File: config.mk
export PLATFORM = sky130hd
export DESIGN_NAME = intersection_phase_scheduler
export DESIGN_NICKNAME = d
export VERILOG_FILES = /design/src/rtl/intersection_phase_scheduler_pkg.sv /design/src/rtl/intersection_phase_scheduler_rr_arbiter4.sv /design/src/rtl/intersection_phase_scheduler.sv
export SDC_FILE = /design/constraint.sdc
export NUM_CORES = 1
export LEC_CHECK = 0
export CORE_MARGIN = 4
export CORE_UTILIZATION = 50
export DETAILED_ROUTE_END_ITERATION = 10
export GPL_ROUTABILITY_DRIVEN = 0
export HOLD_SLACK_MARGIN = 0.12
export MAX_ROUTING_LAYER = met4
export PLACE_DENSITY = 0.76
export SLEW_MARGIN = 20
export SYNTH_ARGS = -nofsm -noshare
export SYNTH_HDL_FRONTEND = slang
export SYNTH_SLANG_ARGS = --single-unit
File: constraint.sdc
create_clock -name clk -period 3.45 [get_ports clk]
set_input_delay 1.035 -clock clk [delete_from_list [all_inputs] [get_ports clk]]
set_output_delay 1.035 -clock clk [all_outputs]
set_load 0.01 [all_outputs]
File: src/rtl/intersection_phase_scheduler_pkg.sv
// rtl/intersection_phase_scheduler_pkg.sv - state encoding, default timing and helpers
package intersection_phase_scheduler_pkg;

  localparam logic [2:0] ST_IDLE    = 3'd0;
  localparam logic [2:0] ST_ALL_RED = 3'd1;
  localparam logic [2:0] ST_GREEN   = 3'd2;
  localparam logic [2:0] ST_YELLOW  = 3'd3;
  localparam logic [2:0] ST_WALK    = 3'd4;

  localparam int unsigned DEF_G_MIN     = 4;
  localparam int unsigned DEF_G_MAX     = 10;
  localparam int unsigned DEF_Y_TIME    = 2;
  localparam int unsigned DEF_AR_TIME   = 1;
  localparam int unsigned DEF_WALK_TIME = 3;

  function automatic logic [3:0] dir_onehot(input logic [1:0] dir);
    return 4'b0001 << dir;
  endfunction

endpackage

File: src/rtl/intersection_phase_scheduler_rr_arbiter4.sv
// rtl/intersection_phase_scheduler_rr_arbiter4.sv - four-way round-robin pick after ptr
module rr_arbiter4 (
  input  logic [3:0] req,
  input  logic [1:0] ptr,
  output logic       grant_valid,
  output logic [1:0] grant_idx
);

  logic [1:0] idx;

  // Walk from farthest to nearest so the approach just after ptr wins.
  always_comb begin
    grant_valid = 1'b0;
    grant_idx   = ptr;
    idx         = ptr;
    for (int i = 4; i >= 1; i--) begin
      idx = ptr + 2'(i);
      if (req[idx]) begin
        grant_valid = 1'b1;
        grant_idx   = idx;
      end
    end
  end

endmodule

File: src/rtl/intersection_phase_scheduler.sv
// rtl/intersection_phase_scheduler.sv - four-approach signal phase FSM with pedestrian and emergency service
module intersection_phase_scheduler
  import intersection_phase_scheduler_pkg::*;
#(
  parameter int unsigned G_MIN     = DEF_G_MIN,
  parameter int unsigned G_MAX     = DEF_G_MAX,
  parameter int unsigned Y_TIME    = DEF_Y_TIME,
  parameter int unsigned AR_TIME   = DEF_AR_TIME,
  parameter int unsigned WALK_TIME = DEF_WALK_TIME
) (
  input  logic       clk,
  input  logic       rst,
  input  logic       start,
  input  logic [3:0] req,
  input  logic       ped_req,
  input  logic       emg_valid,
  input  logic [1:0] emg_dir,
  output logic [3:0] green,
  output logic [3:0] yellow,
  output logic [3:0] red,
  output logic       walk,
  output logic [1:0] cur_dir,
  output logic       phase_done
);

  localparam logic [7:0] G_MIN_LAST = 8'(G_MIN - 1);
  localparam logic [7:0] G_MAX_LAST = 8'(G_MAX - 1);
  localparam logic [7:0] Y_LAST     = 8'(Y_TIME - 1);
  localparam logic [7:0] AR_LAST    = 8'(AR_TIME - 1);
  localparam logic [7:0] W_LAST     = 8'(WALK_TIME - 1);

  logic [2:0] state, state_next;
  logic [7:0] timer, timer_next;
  logic [1:0] rr_ptr, ptr_next, dir_next;
  logic       ped_pending, ped_next, enter_walk, other_demand;
  logic       rr_valid;
  logic [1:0] rr_idx;
  logic [3:0] green_d, yellow_d;
  logic       done_d;

  rr_arbiter4 u_rr_arbiter4 (
    .req         (req),
    .ptr         (rr_ptr),
    .grant_valid (rr_valid),
    .grant_idx   (rr_idx)
  );

  always_comb begin
    state_next   = state;
    dir_next     = cur_dir;
    ptr_next     = rr_ptr;
    other_demand = (|(req & ~dir_onehot(cur_dir))) || ped_pending;
    case (state)
      ST_IDLE: if (start) state_next = ST_ALL_RED;
      // Past the clearance time ALL_RED re-evaluates every cycle until something is served.
      ST_ALL_RED: if (timer >= AR_LAST) begin
        if (emg_valid) begin
          state_next = ST_GREEN;
          dir_next   = emg_dir;
          ptr_next   = emg_dir;
        end else if (ped_pending) begin
          state_next = ST_WALK;
        end else if (rr_valid) begin
          state_next = ST_GREEN;
          dir_next   = rr_idx;
          ptr_next   = rr_idx;
        end
      end
      // Demand first seen after G_MIN is held off until G_MAX; a saturated timer releases at once.
      ST_GREEN: begin
        if (emg_valid) begin
          if (emg_dir != cur_dir) state_next = ST_YELLOW;
        end else if (other_demand && (timer == G_MIN_LAST || timer >= G_MAX_LAST)) begin
          state_next = ST_YELLOW;
        end
      end
      ST_YELLOW: if (timer >= Y_LAST) state_next = ST_ALL_RED;
      ST_WALK:   if (emg_valid || timer >= W_LAST) state_next = ST_ALL_RED;
      default:   state_next = ST_IDLE;
    endcase

    timer_next = (state_next != state) ? 8'd0 :
                 (timer == 8'hFF)      ? timer : timer + 8'd1;
    enter_walk = (state_next == ST_WALK) && (state != ST_WALK);
    ped_next   = ped_req || (ped_pending && !enter_walk);
    green_d    = (state_next == ST_GREEN)  ? dir_onehot(dir_next) : 4'b0000;
    yellow_d   = (state_next == ST_YELLOW) ? dir_onehot(dir_next) : 4'b0000;
    done_d     = (state_next == ST_YELLOW) && (timer_next == Y_LAST);
  end

  always_ff @(posedge clk) begin
    if (rst) begin
      state       <= ST_IDLE;
      timer       <= 8'd0;
      ped_pending <= 1'b0;
      rr_ptr      <= 2'd3;
      cur_dir     <= 2'd0;
      green       <= 4'b0000;
      yellow      <= 4'b0000;
      red         <= 4'b1111;
      walk        <= 1'b0;
      phase_done  <= 1'b0;
    end else begin
      state       <= state_next;
      timer       <= timer_next;
      ped_pending <= ped_next;
      rr_ptr      <= ptr_next;
      cur_dir     <= dir_next;
      green       <= green_d;
      yellow      <= yellow_d;
      red         <= ~(green_d | yellow_d);
      walk        <= (state_next == ST_WALK);
      phase_done  <= done_d;
    end
  end

endmodule

=== Word level (Yosys, flattened, before mapping) ===
Index checks and enable logic that the tools add are counted.

* Memories kept: 0
* Memory bits (writable): 0
* Bits in read-only memories: 0
* Logic and storage cells: 93
* Input port bits: 11
* Latch bits: 0
* Output and inout port bits: 16
* Register bits after elaboration: 30

* Add/sub/neg operators: 4
* Eq/ne operators: 14
* Multiplexer cells: 38
* Reductions and logical operators: 13
* Bitwise logic cells: 4
* Magnitude comparators: 8
* Shift operators: 2
* Divide/modulo/power cells: 0
* Multiply operators: 0

{| class="wikitable"
|+ Operator list
! kind !! number
|-
| $mux 3 || 10
|-
| $mux 2 || 11
|-
| $ge 8x1->1 const B || 2
|-
| $mux 8 || 2
|-
| $pmux 3 s5 || 1
|-
| $eq 3x2->1 const B || 4
|-
| $lt 2x3->1 const B || 4
|-
| $add 8x1->8 const B || 1
|-
| $bmux 1 s2 || 4
|-
| $eq 8x1->1 const B || 1
|-
| $eq 8x2->1 const B || 1
|-
| $eq 8x8->1 const B || 1
|-
| $ge 8x2->1 const B || 1
|-
| $ge 8x4->1 const B || 1
|-
| $mux 1 || 8
|-
| $mux 4 || 2
|-
| $not 4->4 || 2
|-
| $shl 1x2->4 const A || 2
|-
| $eq 3x3->1 const B || 2
|-
| $add 2x2->2 const B || 2
|-
| $and 4x4->4 || 1
|-
| $logic_and 1x1->1 || 4
|-
| $logic_or 1x1->1 || 4
|-
| $or 4x4->4 || 1
|-
| other kinds (11) || 11
|}

=== Depth between registers and ports, before layout ===
* Word-level depth: 16
* Mapped depth: 8
* Gate-level depth less buffers: 8

=== By module ===
A second synthesis with hierarchy kept.

* Cell total of the unflattened synthesis: 169
* Area total of the unflattened synthesis: 1,506.4 µm²

{| class="wikitable"
|+ By module, submodules not included
! module !! instances !! cells an instance !! area an instance (µm²)
|-
| intersection_phase_scheduler || 1 || 155 || 1,423.9
|-
| rr_arbiter4 || 1 || 14 || 82.6
|}

=== Least setup slack after synthesis ===
No wires, ideal clock.

* Path kind: input-to-reg
* Start: in req[2]
* End: reg timer[6]
* Arrival: 2.735 ns
* Path buffers: 1
* Setup time: 0.070 ns
* Stages on the path: 6
* Path slack: 0.645 ns
* Cells stage by stage: buf_2 or4_1 o41ai_1 a32oi_1 a2111o_1 a21oi_1

* Cells in the longest elaborated chain, start to end: 13
* Elaborated cells between the ends (all ways): 25
* Classes of those cells: eq/ne: 1; mux: 20; bitwise: 1; reduce/logical: 3

{| class="wikitable"
|+ RTL lines
! element !! RTL line !! RTL
|-
| from (decl) || intersection_phase_scheduler.sv:14 || <nowiki>input logic [3:0] req,</nowiki>
|-
| $bmux 1 s2 || intersection_phase_scheduler_rr_arbiter4.sv:18 || <nowiki>if (req[idx]) begin</nowiki>
|-
| $mux 1 (implied by the code) || intersection_phase_scheduler_rr_arbiter4.sv:18 ||
|-
| $mux 1 (4 in series) || intersection_phase_scheduler_rr_arbiter4.sv:18 ||
|-
| $mux 3 || intersection_phase_scheduler.sv:63 || <nowiki>end else if (rr_valid) begin</nowiki>
|-
| $mux 3 || intersection_phase_scheduler.sv:61 || <nowiki>end else if (ped_pending) begin</nowiki>
|-
| $mux 3 || intersection_phase_scheduler.sv:57 || <nowiki>if (emg_valid) begin</nowiki>
|-
| $mux 3 || intersection_phase_scheduler.sv:56 || <nowiki>ST_ALL_RED: if (timer >= AR_LAST) begin</nowiki>
|-
| $pmux 3 s5 (*) || intersection_phase_scheduler.sv:53 || <nowiki>case (state)</nowiki>
|-
| $ne 3x3->1 (*) || intersection_phase_scheduler.sv:82 || <nowiki>timer_next = (state_next != state) ? 8'd0 :</nowiki>
|-
| $mux 8 (*) || intersection_phase_scheduler.sv:82 ||
|-
| to (signal assigned) || intersection_phase_scheduler.sv:105 || <nowiki>timer <= timer_next;</nowiki>
|-
| to (decl) || intersection_phase_scheduler.sv:33 || <nowiki>logic [7:0] timer, timer_next;</nowiki>
|}

Every way passes the cells marked *; elsewhere a longest branch is shown, timed or not. The select of a mux whose other input is x is not followed.
A chain may end at the register's enable or synchronous reset.

=== Worst setup path in the final report ===
* Start: in req[0]
* End: reg phase_done

* Cells in the longest elaborated chain, start to end: 15
* Elaborated cells between the ends (all ways): 28
* Classes of those cells: eq/ne: 3; mux: 20; bitwise: 1; reduce/logical: 4

{| class="wikitable"
|+ RTL lines
! element !! RTL line !! RTL
|-
| $bmux 1 s2 || intersection_phase_scheduler_rr_arbiter4.sv:18 ||
|-
| $mux 1 (implied by the code) || intersection_phase_scheduler_rr_arbiter4.sv:18 ||
|-
| $mux 1 (4 in series) || intersection_phase_scheduler_rr_arbiter4.sv:18 ||
|-
| $mux 3 || intersection_phase_scheduler.sv:63 ||
|-
| $mux 3 || intersection_phase_scheduler.sv:61 ||
|-
| $mux 3 || intersection_phase_scheduler.sv:57 ||
|-
| $mux 3 || intersection_phase_scheduler.sv:56 ||
|-
| $pmux 3 s5 (*) || intersection_phase_scheduler.sv:53 ||
|-
| $ne 3x3->1 || intersection_phase_scheduler.sv:82 ||
|-
| $mux 8 || intersection_phase_scheduler.sv:82 ||
|-
| $eq 8x1->1 || intersection_phase_scheduler.sv:88 || <nowiki>done_d = (state_next == ST_YELLOW) && (timer_next == Y_LAST);</nowiki>
|-
| $logic_and 1x1->1 (*) || intersection_phase_scheduler.sv:88 ||
|-
| to (signal assigned) || intersection_phase_scheduler.sv:113 || <nowiki>phase_done <= done_d;</nowiki>
|-
| to (decl) || intersection_phase_scheduler.sv:23 || <nowiki>output logic phase_done</nowiki>
|}

Marks and branches as above.

==> results.tsv <==
stage	metric	value	unit
run_status	status	finished clean	
timing	Final Setup Violations	0	
worst_setup_path	Buf/Inv on CP	2	
flow_run	MaxCap Viol Count	0	
timing	clock skew	0.007625	ns
pwr	switching power	0.2811	mW
yosys	#FFs+latches synth	30	
grt	GRT Total Usage	21.21	%
worst_setup_path	Critical Path End Type	flop	
detailed_routing	first-pass iteration count of the detailed router	4	
clocking	postcts setup bufs	0	
yosys	Seq/Total Area, Yosys	37.33	%
cells_and_area	layout cell share with drive strength beyond 1	11.76	%
yosys	Cells after Synth	185	
grt	vias in the first global route	1459	
cells_and_area	n_diodes	0	
timing	fin worst setup slack	0.3720	ns
pwr	Int Pwr	0.7153	mW
worst_setup_path	critical path class	in2reg	
yosys	Top FF cell, synth	dfxtp_1	
detailed_routing	DR DRC count	0	
worst_setup_path	Worst path slowest cell	or4_1	
hold_path	Hold Crit Class	reg2reg	
yosys	synth unique cells	47	
yosys	XOR/XNOR Fraction of Synth Area	1.633	%
hold_path	Hold Crit Start	rr_ptr[0]	
worst_setup_path	delay-heaviest family, CP	compound AO/OA/AOI/OAI gates	
worst_setup_path	worst setup path startpoint	req[0]	
worst_setup_path	WP data arrival	3.29	ns
clocking	Clock transition at path regs	0.10	ns
detailed_routing	WL final	4084	um
yosys	Synth top area share	37.33	%
grt	largest net degree at the start of global routing	14	
worst_setup_path	reg-to-reg critical path startpoint	timer[1]	
yosys	largest cells by area after synthesis	dfxtp_1 37%, nor3_1 3.4%, a211oi_1 3.3%	
yosys	post-synth top area cell	dfxtp_1	
clocking	hold_buf cts	0	
floorplan	FP Rows	20	
detailed_routing	Final ANT Viol Nets	0	
yosys	Mapped Area	0.001609	mm^2
worst_setup_path	CP startpoint kind	input pin	
pwr	Peak supply drop	0.2574	mV
timing	Rel. slew slack	60.58	%
timing	final setup TNS	0	ns
pwr	part of the power in registers	40.0	%
floorplan	Starting Density	52.28	%
yosys	mux share of post-synthesis cell area	1.244	%
worst_setup_path	Critical Path, Cell by Cell	clkdlybuf4s50_1 > or4_1 > o41ai_1 > a32oi_1 > buf_4 > a2111oi_1	
clocking	# H-tree levels	2	
grt	first-pass GRT wire length	6789	um
worst_setup_path	Worst EP required	3.66	ns
clocking	CTS buffer count	5	
yosys	Post-Synth Adder-Cell Area	3.110	%
timing	Worst Max-Slew Pin Slew	0.5913	ns
detailed_routing	via-per-instance ratio	5.917	
clocking	Clock Latency Late Sink	0.34	ns
placement	Post-DP HPWL	2950	um
placement	DP Worst Slack	0.08934	ns
grt	initial antenna violation count	0	
yosys	largest family of logic cells by synthesized area	simple AND/OR/NAND/NOR gates	
cells_and_area	area grow syn2layout	29.00	%
yosys	warnings from Yosys	0	
clocking	TritonCTS clock tree	done	
pwr	Leakage	0.7619	nW
yosys	Post-Syn Nets	200	
timing	Final Slew Violations	0	
floorplan	# IOs	27	
timing	RSZ-0062 raised after global routing	no	
timing	fin crit period	3.078	ns
timing	final hold violations	0	
floorplan	die area	0.004190	mm^2
floorplan	Core ar.	0.003078	mm^2
yosys	simple-gate portion of the synthesized area	26.59	%
pwr	Clock power frac	37.8	%
yosys	number of synthesized flops with an enable pin	0	
timing	Peak Freq	324.9	MHz
yosys	Async S/R FF share, synth	0	%
clocking	CTS Sinks	30	
floorplan	die width	64.73	um
floorplan	Die Y	64.73	um
worst_setup_path	max incr delay on CP	0.56	ns
yosys	post-synthesis compound-gate area fraction	26.05	%
cells_and_area	NumNets Final	235	
worst_setup_path	Worst Path Max Fanout	6	
clocking	CTS Root Cell	clkbuf_4	
grt	Overflow after GRT	0	
yosys	syn avg cell area	8.698	um^2
detailed_routing	1st-iter DRT viols	132	
pwr	switch share	28.21	%
pwr	Comb pwr share	22.1	%
placement	count of buffers from port buffering	26	
detailed_routing	routed vias	1568	
timing	final period utilization	89.22	%
detailed_routing	Avg WL per Cell	15.41	um
clocking	clk buf depth	2	
pwr	pwr/cell area	480.0	mW/mm^2
clocking	number of gates resized after CTS	0	
## flip-flops by register name, summed over array words and instances, names as in the netlist, 2 cells and up
name,flops
rr_ptr,2
state,3
green,4
red,4
cur_dir,2
yellow,4
timer,8
## worst reg2reg max path, stage by stage, from the launching register on
cell,delay (ns)
dfxtp_1,0.51
inv_1,0.11
ha_1,0.18
or3b_2,0.45
o31ai_1,0.37
a32oi_1,0.25
buf_4,0.24
a2111oi_1,0.31
## through the flow
stage	instances	hold slack (ns)	total power, mW	util [%]	instance area, um^2
floorplan	185	0.4775	0.5369	-	1609
global placement	257	0.5130	0.6167	63.82	1964
detailed placement	257	0.5196	0.6237	63.82	1964
CTS	265	0.5436	0.9976	67.44	2076
global route	265	0.5771	1.042	67.44	2076
finish	265	0.5403	0.9964	67.44	2076
## cell usage after synthesis (all sizes together), types with 3 or more instances
cell type  count
inv            7
nor3b          3
a211oi         7
clkbuf         4
or4            5
o21ai         12
nand3          8
a31oi          3
xnor2          3
buf            4
nand2b         6
a211o          3
nor2b          6
a21oi         11
nand2          5
nor2          14
o211ai         3
dfxtp         30
nor4           3
ha             4
nor3          11
and4           3
## power by group through the flow
stage / sequential [mW] / combinational, mW / clock [mW]
2_1_floorplan: 0.400 / 0.137 / 0
5_1_grt: 0.403 / 0.244 / 0.396
3_3_place_gp: 0.405 / 0.212 / 0
6_report: 0.399 / 0.221 / 0.377
4_1_cts: 0.398 / 0.220 / 0.379
3_5_place_dp: 0.406 / 0.217 / 0
## layout make-up
cell class              instances  area (um^2)
flip-flops and latches         30        600.6
repair buffers                 36        335.3
fillers                       271         1002
clock inverters                 2        60.06
multi-input cells             139        943.4
clock buffers                   6        51.30
well taps                      44        55.05
inverters                       8        30.03
## layout by cell type, fill, tap and decap left out, types with 4 or more instances in the layout
| master | netlist | final |
|---|---|---|
| o21ai_0 | 10 | 10 |
| nor2b_1 | 6 | 6 |
| nand2_1 | 5 | 5 |
| nor2_1 | 14 | 14 |
| nand3_1 | 8 | 8 |
| nand2b_1 | 6 | 6 |
| ha_1 | 4 | 4 |
| buf_4 | 0 | 10 |
| a21oi_1 | 10 | 10 |
| inv_1 | 7 | 7 |
| or4_1 | 4 | 4 |
| clkdlybuf4s50_1 | 0 | 26 |
| dfxtp_1 | 30 | 30 |
| clkbuf_4 | 0 | 5 |
| a211oi_1 | 7 | 7 |
| nor3_1 | 11 | 11 |
## cell families (layout without fill, tap and decap cells)
family	Yosys count	after routing
buffers and inverters	16	52
xor gates and xnor gates	3	3
muxes	2	2
DFF	30	30
adders and majority gates	4	4
and+or+nand+nor	74	74
AOI/OAI and AO/OA	56	56
## final timing paths
check | to | slack, ns | depth (start not counted)
min reg2reg | rr_ptr[0] | 0.54 | 2
max reg2reg | phase_done | 0.90 | 7
min | rr_ptr[0] | 0.54 | 2
max | phase_done | 0.37 | 6
## routing by layer
layer	routed length, um	part of all wire, %	track usage [%]	vias up
li1	-	-	-	782
met1	1704	42	24.09	722
met2	2069	51	35.25	54
met3	208	5.1	5.546	10
met4	102	2.5	8.971	0
met5	0	0	-	-
No activity file was read; power rests on OpenSTA's default activity.
